<file path="src/rtl/divisor_secuencial.sv">
// Multi-cycle restoring shift-subtract divider for DIV/DIVU.
// One quotient bit per clock; quotient to LO, remainder to HI.
module divisor_secuencial #(
   parameter int unsigned WIDTH = 32
) (
   input  logic             CLK,
   input  logic             RESET_N,
   input  logic             START,
   input  logic             SIGNED,
   input  logic [WIDTH-1:0] A,
   input  logic [WIDTH-1:0] B,
   output logic             BUSY,
   output logic             DONE,
   output logic             DIV0,
   output logic [WIDTH-1:0] LO,
   output logic [WIDTH-1:0] HI
);

   localparam int unsigned CW = $clog2(WIDTH + 1);

   typedef enum logic [1:0] {IDLE, RUN, FIX} state_t;

   state_t           state;
   logic [WIDTH-1:0] dvd;
   logic [WIDTH-1:0] dvs;
   logic [WIDTH-1:0] rem;
   logic [WIDTH-1:0] a_raw;
   logic [CW-1:0]    cnt;
   logic             q_neg;
   logic             r_neg;
   logic             div0_f;

   logic [WIDTH-1:0] a_mag;
   logic [WIDTH-1:0] b_mag;
   logic [WIDTH:0]   rem_sh;
   logic [WIDTH:0]   trial;

   // Operand magnitudes and one restoring step; rem is widened so a large divisor cannot overflow the shift.
   always_comb begin
      a_mag  = (SIGNED && A[WIDTH-1]) ? (WIDTH'(0) - A) : A;
      b_mag  = (SIGNED && B[WIDTH-1]) ? (WIDTH'(0) - B) : B;
      rem_sh = {rem, dvd[WIDTH-1]};
      trial  = rem_sh - {1'b0, dvs};
   end

   always_ff @(posedge CLK) begin
      if (!RESET_N) begin
         state  <= IDLE;
         BUSY   <= 1'b0;
         DONE   <= 1'b0;
         DIV0   <= 1'b0;
         LO     <= '0;
         HI     <= '0;
         dvd    <= '0;
         dvs    <= '0;
         rem    <= '0;
         a_raw  <= '0;
         cnt    <= '0;
         q_neg  <= 1'b0;
         r_neg  <= 1'b0;
         div0_f <= 1'b0;
      end else begin
         DONE <= 1'b0;
         case (state)
            IDLE: begin
               if (START) begin
                  BUSY   <= 1'b1;
                  a_raw  <= A;
                  dvd    <= a_mag;
                  dvs    <= b_mag;
                  rem    <= '0;
                  cnt    <= '0;
                  q_neg  <= SIGNED && (A[WIDTH-1] ^ B[WIDTH-1]);
                  r_neg  <= SIGNED && A[WIDTH-1];
                  div0_f <= (B == '0);
                  state  <= (B == '0) ? FIX : RUN;
               end
            end
            RUN: begin
               // Quotient bits shift into the dividend register as it empties.
               rem <= trial[WIDTH] ? rem_sh[WIDTH-1:0] : trial[WIDTH-1:0];
               dvd <= {dvd[WIDTH-2:0], ~trial[WIDTH]};
               cnt <= cnt + CW'(1);
               if (cnt == CW'(WIDTH - 1)) begin
                  state <= FIX;
               end
            end
            FIX: begin
               if (div0_f) begin
                  LO <= '1;
                  HI <= a_raw;
               end else begin
                  LO <= q_neg ? (WIDTH'(0) - dvd) : dvd;
                  HI <= r_neg ? (WIDTH'(0) - rem) : rem;
               end
               DIV0  <= div0_f;
               DONE  <= 1'b1;
               BUSY  <= 1'b0;
               state <= IDLE;
            end
            default: state <= IDLE;
         endcase
      end
   end

endmodule

</file>
<file path="config.mk">
export PLATFORM = sky130hd
export DESIGN_NAME = divisor_secuencial
export DESIGN_NICKNAME = d
export VERILOG_FILES = /design/src/rtl/divisor_secuencial.sv
export SDC_FILE = /design/constraint.sdc
export NUM_CORES = 1
export LEC_CHECK = 0
export CORE_MARGIN = 1.5
export CORE_UTILIZATION = 45
export CTS_BUF_LIST = sky130_fd_sc_hd__clkbuf_8
export DETAILED_ROUTE_END_ITERATION = 16
export PLACE_DENSITY = 0.73
export SLEW_MARGIN = 25
export SYNTH_ARGS = -nofsm -noshare
export SYNTH_HDL_FRONTEND = slang
export SYNTH_SLANG_ARGS = --single-unit
</file>
<file path="constraint.sdc">
create_clock -name CLK -period 7.85 [get_ports CLK]
set_input_delay 1.57 -clock CLK [delete_from_list [all_inputs] [get_ports CLK]]
set_output_delay 1.57 -clock CLK [all_outputs]
set_load 0.05 [all_outputs]
</file>
---- Yosys cells after proc, flatten, opt, wreduce, memory -nomap -nowiden ----
Cells that the tools add are included.
cells by class
  reductions and logical operators ........ 11
  multiplexer cells ....................... 20
  equal/unequal tests ..................... 5
  add/subtract/negate cells ............... 6
  bitwise logic cells ..................... 2
operators by type and width
  kind                   count
  $mux 32                9
  $pmux 32 s2            2
  $sub 1x32->32 const A  4
  $sub 33x32->33         1
  $logic_not 32->1       1
  $pmux 6 s2             1
  $reduce_and 2->1       4
  $add 6x1->6 const B    1
  $eq 6x5->1 const B     1
  $mux 2                 3
  $mux 6                 1
  $ne 2x2->1 const B     2
  $pmux 2 s2             1
  $reduce_bool 2->1      2
  $logic_and 1x1->1      3
  $eq 2x1->1 const B     1
  $eq 2x2->1 const B     1
  $logic_not 2->1        1
  $mux 1                 2
  $pmux 1 s2             1
  $not 1->1              1
  $xor 1x1->1            1
storage, ports and cells
  input bits .............................. 68
  logic and storage cells ................. 58
  bits in registers ....................... 206
  output and inout port bits .............. 67

---- Logic depth before layout (Yosys ltp) ----
Gate-level depths: netlist of the first run.
  depth after elaboration ................. 4
  depth in mapped cells ................... 14
  depth with buffers taken out ............ 12

---- Worst setup path after synthesis of the first run ----
No wires, ideal clock.
  path kind ............................... input to register
  start ................................... input port B[4]
  end ..................................... register state[0]
  path buffers ............................ 0
  library setup time ...................... 115 ps
  data required time ...................... 7735 ps
  stages on the path ...................... 8
  slack ................................... 4074 ps
  arrival ................................. 3661 ps
  cells stage by stage .................... nor4_1 -> nand2_1 -> or2_2 -> or3_1 -> nor3_1 -> nor3b_1 -> o22ai_1 -> and2_1
on the way
  longest elaborated chain between the ends .. 4
RTL lines
  element               line  source
  start, declared       11    input logic [WIDTH-1:0] B,
  $logic_not 32->1      76    state <= (B == '0) ? FIX : RUN;
  $mux 2                76
  $mux 2                66    if (START) begin
  $pmux 2 s2            64    case (state)
  end signal, assigned  76
  end, declared         23    state_t state;
No other way between the ends. The select of a mux whose other input is x is not followed.
A chain may end at the register's enable or synchronous reset.

---- Worst setup path in the final report of the first run ----
  start ................................... input port B[2]
  end ..................................... register state[0]
The elaborated chain is that of the path after synthesis.

==> results of run 1 <==
[through the flow]
| step | util [%] | hold slack [ps] | worst slack [ps] |
|---|---|---|---|
| after floorplan | - | 441 | 4070 |
| after global placement | 51.6 | 451 | 3010 |
| after detailed placement | 51.6 | 461 | 2880 |
| after CTS | 54.3 | 469 | 3410 |
| after global routing | 54.3 | 484 | 3190 |
| final | 54.3 | 464 | 3340 |
[worst min-delay path, stage by stage (launching register included)]
cell	delay [ps]
dfxtp_1	310
nand2_1	40
a21boi_0	60
[state kept, by name (all words and copies together), names as in the netlist, 2 cells and up]
signal and cells:
HI 32, LO 32, a_raw 32, cnt 6, dvd 32, dvs 32, rem 32, state 2
[synth_stat cells (9+ instances only)]
| library cell | count |
|---|---|
| or3_1 | 16 |
| o211a_1 | 32 |
| and2_1 | 9 |
| nand3_1 | 28 |
| o31ai_1 | 25 |
| clkbuf_1 | 84 |
| o21ai_0 | 134 |
| nor2_1 | 65 |
| nand2_1 | 280 |
| o41ai_1 | 21 |
| a21boi_0 | 75 |
| dfxtp_1 | 206 |
| inv_1 | 71 |
| xor2_1 | 81 |
| buf_1 | 9 |
| ha_1 | 37 |
| or4_1 | 12 |
| a21oi_1 | 103 |
| a221oi_1 | 14 |
| o221ai_1 | 14 |
| mux2i_1 | 18 |
| nor2b_1 | 24 |
| xnor2_1 | 66 |
| nor4_1 | 10 |
| a21o_1 | 15 |
| nor3_1 | 22 |
[worst max-delay path by stage]
stage / from / to / slack [ps] / cells past startpoint
4_1_cts: B[2] / state[0]$_SDFFE_PN0P_ / 3410 / 9
2_1_floorplan: B[4] / state[0]$_SDFFE_PN0P_ / 4070 / 8
3_5_place_dp: B[2] / state[0]$_SDFFE_PN0P_ / 2880 / 9
5_1_grt: B[2] / state[0]$_SDFFE_PN0P_ / 3190 / 9
6_report: B[2] / state[0]$_SDFFE_PN0P_ / 3340 / 9
3_3_place_gp: B[4] / state[0]$_SDFFE_PN0P_ / 3010 / 9
[power by group through the flow]
| stage | sequential, W | combinational [W] | clock (W) |
|---|---|---|---|
| detailed placement | 0.00122 | 0.000702 | 0 |
| CTS | 0.00120 | 0.000704 | 0.00101 |
| global route | 0.00121 | 0.000781 | 0.00105 |
| floorplan | 0.00124 | 0.000482 | 0 |
| global placement | 0.00122 | 0.000690 | 0 |
| finish | 0.00120 | 0.000705 | 0.000983 |
[kinds of logic after synthesis]
family	share of synthesized area, %
simple gates	18.7
compound gates	27.2
flops	33.1
buf+inv	5.22
xor+xnor	10.3
fa+ha+maj	3.88
mux	1.45
[layout make-up]
cell class	count	area share, %
Tap cell	341	2.91
Clock inverter	15	0.657
Multi-Input combinational cell	1214	52.4
Inverter	71	1.82
Timing Repair Buffer	148	9.84
Sequential cell	206	28.1
Clock buffer	45	4.22
[routing by layer]
layer | share of wire, % | track usage (%)
met5 | 0.041 | 0
met4 | 1.6 | 4.85
met2 | 47 | 36.8
met1 | 47 | 29.6
met3 | 4.5 | 3.17
==> metrics.md, run 1 <==
| Metric | Value |
|---|---|
| Die Width | `169 µm` |
| PwrDens | `197 nW/µm²` |
| Placed instance area | `14000 µm²` |
| Mapped Cells | `1589` |
| Fin cells | `2040` |
| WL final | `31.6 mm` |
| HP Start | `HI[17]$_SDFFE_PN0P_` |
| Critical Path Sink Type | `flop` |
| Area leader, netlist | `dfxtp_1` |
| Tmin final | `4510 ps` |
| Fin area | `14700 µm²` |
| First-pass GRT wire length | `52.1 mm` |
| CTS tree | `yes` |
| Hold EP | `HI[17]$_SDFFE_PN0P_` |
| Required time worst endpoint | `8270 ps` |
| Slew @ Worst Pin | `1020 ps` |
| Int Power | `0.00196 W` |
| Prevailing post-synth register cell | `dfxtp_1` |
| First-iteration detailed-routing DRC count | `751` |
| Initial Utilization | `46.0%` |
| Vias | `11400` |
| TritonRoute pass-1 iters | `5` |
| CP max-delay cell | `nor3b_1` |
| Layout overhead on the synthesized area | `17.9%` |
| Crit path cell chain | `clkdlybuf4s50_1, nor4_1, nand2_1, or2_2, or3_1, nor3_1, nor3b_1, o22ai_1, and2_1` |
| Critical path buffers and inverters | `1` |
| Layout filler cell count | `2566` |
| Distinct cells, synth | `66` |
| Sw Ratio | `32.1%` |
| Endpoints failing setup | `0` |
| Max-Cap Viols | `0` |
| Min-Delay Path Class | `flop to flop` |
| Worst R2R Start | `dvd[31]$_SDFFE_PN0P_` |
| IO Port Bufs | `134` |
| Post-synth EDFFs | `0` |
| Setup TNS | `0 ps` |
| Clk pwr share | `34.0%` |
| Max VDD drop | `0.0000883 V` |
| GPL Wtd Cong | `0.876` |
| Commonest cells after routing, fill and taps aside | `280 x nand2_1, 205 x dfxtp_1, 134 x o21ai_0` |
| # resized after CTS | `0` |
| Via/cell ratio | `5.60` |
| H-tree depth | `2` |
| Clock Skew | `17.7 ps` |
| Final ANT Viol Nets | `0` |
| Unrepaired setup endpoints after global routing | `no` |
| R2r endpoint | `rem[25]$_SDFFE_PN0P_` |
| Cell depth of the worst min-delay path | `2` |
| Logic pwr share | `24.4%` |
| DIE HEIGHT | `169 µm` |
| Share of layout cells above drive strength 1 | `5.83%` |
| Rel. slew slack | `32.2%` |
| Top cell type's share of synthesized area | `33.1%` |
| Storage cell area | `4130 µm²` |
| Hold buffers post-CTS | `0` |
| Nets | `1783` |
| DP HPWL | `23.2 mm` |
| Mapped Area | `12400 µm²` |
| Die area | `28700 µm²` |
| Ys Warns | `0` |
| Total setup buffers inserted after CTS | `0` |
| Crit Path Category | `input port to flop` |
| Largest cells by area after synthesis | `dfxtp_1 33%, nand2_1 8.4%, xor2_1 5.7%, o21ai_0 5.4%, xnor2_1 4.6%` |
| CP startpoint kind | `input port` |
| Crit-path max cell delay | `660 ps` |
| Critical path data arrival time | `4930 ps` |
| Overflow after GRT | `0` |
| Max-slew violations | `0` |
| Reg2reg path depth | `13` |
| FF+latch count, synth | `206` |
| Final Hold Fails | `0` |
| Max Fanout on Critical Path | `5` |
| FP Rows | `60` |
| Clk pin slew, worst setup/hold paths | `60 ps` |
| I/O pin total | `135` |
| Total power | `0.00289 W` |
| Seq/Total Area, Yosys | `33.1%` |
| Clock tree buffer depth | `3` |
| Total CTS buffers | `36` |
| Clock sink count | `206` |
| Commonest non-fill, non-tap cell in the layout | `nand2_1` |
| Clk_lat worst skew | `530 ps` |
| ANT cells | `0` |
| R2R setup slack | `4120 ps` |
| Area of the multi-input gates | `7700 µm²` |
| CP top delay family | `simple AND/OR/NAND/NOR gates` |
| Max Freq | `222 MHz` |
| DRC | `0` |
| CTS Root Cell | `clkbuf_8` |
| Sequential share of power | `41.6%` |
| Async S/R FF share, synth | `0%` |
| Initial antenna violation count | `1` |
| Final Cycle Share | `57.4%` |
| Syn_area_per_cell | `7.83 µm²` |
| Vias in the first global route | `10500` |
| Lkg Pwr | `5.69 nW` |
| Net Switching | `0.000928 W` |
| Placed Instances | `1980` |
| Status | `finished clean` |
| Post-Syn Nets | `1695` |
| Gr usage total | `21.9%` |
| Routed WL per cell | `15.5 µm` |
| Largest net degree at the start of global routing | `99` |
| Core ar. | `27000 µm²` |
Power figures use the tool's default switching activity.
==> inputs of run 2 (changes only) <==
==> constraint.sdc (replaced) <==
create_clock -name CLK -period 4.7 [get_ports CLK]
set_input_delay 0.94 -clock CLK [delete_from_list [all_inputs] [get_ports CLK]]
set_output_delay 0.94 -clock CLK [all_outputs]
set_load 0.05 [all_outputs]
==> metrics.md, run 2 (same netlist as run 1, synthesis figures left out) <==
| Metric | Value |
|---|---|
| Status | `finished clean` |
| Clock tree buffer depth | `3` |
| Initial Utilization | `46.0%` |
| Required time worst endpoint | `5080 ps` |
| Max Freq | `265 MHz` |
| CTS tree | `yes` |
| Min-Delay Path Class | `flop to flop` |
| WL final | `32.2 mm` |
| Share of layout cells above drive strength 1 | `6.59%` |
| Via/cell ratio | `5.61` |
| First-pass GRT wire length | `53.1 mm` |
| Tmin final | `3770 ps` |
| Fin area | `14800 µm²` |
| Total CTS buffers | `38` |
| Max Fanout on Critical Path | `17` |
| Lkg Pwr | `5.76 nW` |
| CP startpoint kind | `flop` |
| Vias | `11500` |
| Clock Skew | `14.6 ps` |
| Core ar. | `27000 µm²` |
| Final Cycle Share | `80.2%` |
| Slew @ Worst Pin | `988 ps` |
| Max-Cap Viols | `0` |
| DRC | `0` |
| TritonRoute pass-1 iters | `5` |
| Unrepaired setup endpoints after global routing | `no` |
| Max VDD drop | `0.000149 V` |
| # resized after CTS | `0` |
| Total setup buffers inserted after CTS | `0` |
| Final Hold Fails | `0` |
| Die area | `28700 µm²` |
| DIE HEIGHT | `169 µm` |
| Clk pin slew, worst setup/hold paths | `60 ps` |
| Die Width | `169 µm` |
| CTS Root Cell | `clkbuf_8` |
| First-iteration detailed-routing DRC count | `891` |
| Setup TNS | `0 ps` |
| Critical Path Sink Type | `flop` |
| Largest net degree at the start of global routing | `83` |
| Overflow after GRT | `0` |
| Vias in the first global route | `10800` |
| I/O pin total | `135` |
| Clock sink count | `206` |
| Max-slew violations | `0` |
| Gr usage total | `22.2%` |
| GPL Wtd Cong | `0.896` |
| Hold_ws | `465 ps` |
| Commonest non-fill, non-tap cell in the layout | `nand2_1` |
| Rel. slew slack | `34.1%` |
| Routed WL per cell | `15.6 µm` |
| ANT cells | `0` |
| DP HPWL | `23.6 mm` |
| Critical path data arrival time | `4150 ps` |
| Endpoints failing setup | `0` |
| Layout filler cell count | `2558` |
| Final ANT Viol Nets | `0` |
| Placed instance area | `14000 µm²` |
| Hold buffers post-CTS | `0` |
| Crit Path Category | `flop to flop` |
| Clk_lat worst skew | `520 ps` |
| H-tree depth | `2` |
| Commonest cells after routing, fill and taps aside | `280 x nand2_1, 205 x dfxtp_1, 134 x o21ai_0` |
| Layout overhead on the synthesized area | `18.8%` |
| Initial antenna violation count | `1` |
| FP Rows | `60` |
| IO Port Bufs | `134` |
| PwrDens | `330 nW/µm²` |
| Storage cell area | `4130 µm²` |
| Nets | `1793` |
| Area of the multi-input gates | `7690 µm²` |
-- run 2: cell types whose count changed in the layout (fill, tap and decap cells not counted) --
| cell | before | now |
|---|---|---|
| buf_4 | 15 | 22 |
| clkinv_2 | 4 | 9 |
| clkbuf_8 | 45 | 48 |
| and2_0 | 0 | 1 |
| and2_2 | 1 | 0 |
| buf_12 | 0 | 1 |
| bufinv_16 | 1 | 0 |
| clkinv_4 | 0 | 1 |
| inv_6 | 1 | 0 |
-- run 2: worst paths after layout --
kind / startpoint / cells after the start / endpoint / slack, ps
worst max-delay path: dvd[31]$_SDFFE_PN0P_ / 13 / rem[9]$_SDFFE_PN0P_ / 930
worst min-delay path: HI[26]$_SDFFE_PN0P_ / 2 / HI[26]$_SDFFE_PN0P_ / 470
worst max register to register: dvd[31]$_SDFFE_PN0P_ / 13 / rem[9]$_SDFFE_PN0P_ / 930
worst min register to register: HI[26]$_SDFFE_PN0P_ / 2 / HI[26]$_SDFFE_PN0P_ / 470
-- run 2: cell type report --
class / count / area share (%)
clock buffers: 48 / 4.47
clock inverters: 19 / 0.618
inverters: 71 / 1.80
multi-input cells: 1214 / 52.1
flip-flops and latches: 206 / 27.9
well taps: 341 / 2.89
repair buffers: 156 / 10.3
-- run 2: routing by layer --
metal	share of wire (%)	wire, µm	GRT usage [%]	vias up
li1	-	-	-	5797
met1	46	14900	29.5	5390
met2	47	15100	37.7	273
met3	4.4	1430	2.78	58
met4	2.1	679	6.31	2
met5	0.040	13	0	-
-- run 2: metrics by stage --
stage / setup WS [ps] / cells / util (%) / total power [W]
3_5_place_dp: 660 / 1988 / 51.9 / 0.00323
4_1_cts: 967 / 2055 / 54.7 / 0.00491
3_3_place_gp: 773 / 1988 / 51.9 / 0.00320
5_1_grt: 698 / 2055 / 54.7 / 0.00515
6_report: 929 / 2055 / 54.7 / 0.00488
2_1_floorplan: 1550 / 1589 / - / 0.00287
-- run 2: power by group --
part	leakage (nW)	internal [W]	total (W)	switching, W
clock network	0.427	0.000922	0.00168	0.000756
registers	1.68	0.00189	0.00200	0.000115
logic	3.65	0.000481	0.00120	0.000717
-- run 2: worst max-delay path: stages (launching register included) --
cell and delay [ps]:
dfxtp_1 400, inv_1 70, ha_1 240, fa_1 420, nor2b_1 180, o2111ai_1 180
a211oi_1 440, o41ai_1 130, buf_4 160, a21o_1 180, xnor2_2 530, buf_4 370
mux2i_1 220, o21ai_0 90
==> inputs of run 3 (changes only) <==
==> constraint.sdc (replaced) <==
create_clock -name CLK -period 3.67 [get_ports CLK]
set_input_delay 0.734 -clock CLK [delete_from_list [all_inputs] [get_ports CLK]]
set_output_delay 0.734 -clock CLK [all_outputs]
set_load 0.05 [all_outputs]
==> metrics.md, run 3 (same netlist as run 1, synthesis figures left out) <==
| Metric | Value |
|---|---|
| Commonest non-fill, non-tap cell in the layout | `nand2_1` |
| Tmin final | `3310 ps` |
| Die Width | `169 µm` |
| Critical Path Sink Type | `flop` |
| Max-Cap Viols | `0` |
| Rel. slew slack | `33.6%` |
| Fin cells | `2069` |
| TritonRoute pass-1 iters | `7` |
| Clock sink count | `206` |
| Clk_lat worst skew | `550 ps` |
| Clock Skew | `29.3 ps` |
| Placement Setup Slack | `-5.73 ps` |
| FP Rows | `60` |
| CP startpoint kind | `flop` |
| Grt met1 use | `29.8%` |
| PwrDens | `426 nW/µm²` |
| Placed Instances | `2006` |
| DRC | `0` |
| Vias in the first global route | `10900` |
| Most Crowded Layer GR | `met2` |
| Total setup buffers inserted after CTS | `0` |
| WL final | `33.1 mm` |
| First-iteration detailed-routing DRC count | `929` |
| Overflow after GRT | `0` |
| # resized after CTS | `0` |
| Gr usage total | `22.8%` |
| GPL Wtd Cong | `0.882` |
| Max Freq | `302 MHz` |
| Crit Path Category | `flop to flop` |
| Routed WL per cell | `16.0 µm` |
| Lkg Pwr | `5.86 nW` |
| Clock tree buffer depth | `3` |
| Final Cycle Share | `90.2%` |
| Max-slew violations | `0` |
| Initial antenna violation count | `3` |
| Reg2reg path depth | `12` |
| Unrepaired setup endpoints after global routing | `no` |
| Placed instance area | `14200 µm²` |
| Final Hold Fails | `0` |
| Total CTS buffers | `37` |
| H-tree depth | `2` |
| Via/cell ratio | `5.64` |
| Met2 usage | `38.1%` |
| Status | `finished clean` |
| I/O pin total | `135` |
| Fin worst setup slack | `359 ps` |
| First-pass GRT wire length | `54.1 mm` |
| Critical path data arrival time | `3760 ps` |
| DIE HEIGHT | `169 µm` |
| CTS Root Cell | `clkbuf_8` |
| Layout filler cell count | `2490` |
| CTS tree | `yes` |
| Core ar. | `27000 µm²` |
| Slew @ Worst Pin | `994 ps` |
| Endpoints failing setup | `0` |
| Share of layout cells above drive strength 1 | `7.30%` |
| Fin area | `15000 µm²` |
| GRT met3 Usage | `3.80%` |
| IO Port Bufs | `134` |
| Final core occ | `55.4%` |
| Required time worst endpoint | `4120 ps` |
| Layout overhead on the synthesized area | `20.2%` |
| Clk pin slew, worst setup/hold paths | `60 ps` |
| Die area | `28700 µm²` |
| Commonest cells after routing, fill and taps aside | `280 x nand2_1, 205 x dfxtp_1, 134 x o21ai_0` |
| Storage cell area | `4130 µm²` |
| Largest net degree at the start of global routing | `112` |
| Area of the multi-input gates | `7690 µm²` |
| Initial Utilization | `46.0%` |
| Hold_ws | `453 ps` |
| Nets | `1810` |
| Max Fanout on Critical Path | `38` |
| DP HPWL | `24.0 mm` |
| Cell depth of the worst min-delay path | `2` |
| Hold buffers post-CTS | `0` |
| Min-Delay Path Class | `flop to flop` |
| Vias | `11700` |
| Max VDD drop | `0.000219 V` |
| Final ANT Viol Nets | `0` |
==> run 3: cell types whose count changed in the layout (fill, tap and decap cells not counted) <==
cell        change
buf_12          +2
buf_4          +16
bufinv_16       +1
clkbuf_8        +2
clkinv_2        -7
clkinv_4        -1
clkinvlp_4      -1
diode_2         +1
inv_6           +1
==> run 3: power by group <==
part	leakage (nW)	switching (W)	internal [W]	total [W]
clock network	0.429	0.000967	0.00128	0.00224
registers	1.68	0.000160	0.00242	0.00258
logic	3.75	0.000918	0.000628	0.00155
==> run 3: area by class of cell <==
class                      count  share of cell area, %
multi-input combinational   1214                   51.4
sequential                   206                   27.6
timing repair buffer         174                   11.2
clock buffer                  50                   4.60
tap                          341                   2.85
inverter                      71                   1.78
clock inverter                12                  0.527
antenna                        1                 0.0167
==> run 3: layer usage <==
layer  share of wire (%)  routed length, µm
met4                 2.6                848
met1                  45              14800
met2                  47              15500
met5               0.039                 13
met3                 5.9               1940
==> run 3: worst paths after layout <==
check                               to  slack (ps)                 start
setup / recovery  rem[23]$_SDFFE_PN0P_         360  dvd[31]$_SDFFE_PN0P_
hold / removal     HI[25]$_SDFFE_PN0P_         450   HI[25]$_SDFFE_PN0P_
setup reg to reg  rem[23]$_SDFFE_PN0P_         360  dvd[31]$_SDFFE_PN0P_
hold reg to reg    HI[25]$_SDFFE_PN0P_         450   HI[25]$_SDFFE_PN0P_
==> run 3: stage by stage <==
stage / setup TNS [ps] / power [W]
floorplan: 0 / 0.00368
global placement: 0 / 0.00411
detailed placement: -5.73 / 0.00415
CTS: 0 / 0.00641
global route: 0 / 0.00670
finish: 0 / 0.00637
==> run 3: critical path, stage by stage, from the launching register on <==
cell and delay (ps):
dfxtp_1 380, inv_1 70, ha_1 230, fa_1 410
nor2b_1 190, o2111ai_1 170, a211oi_1 370, o41ai_1 190
a21o_1 220, xnor2_2 180, buf_12 250, nand2_1 290
o21ai_0 250
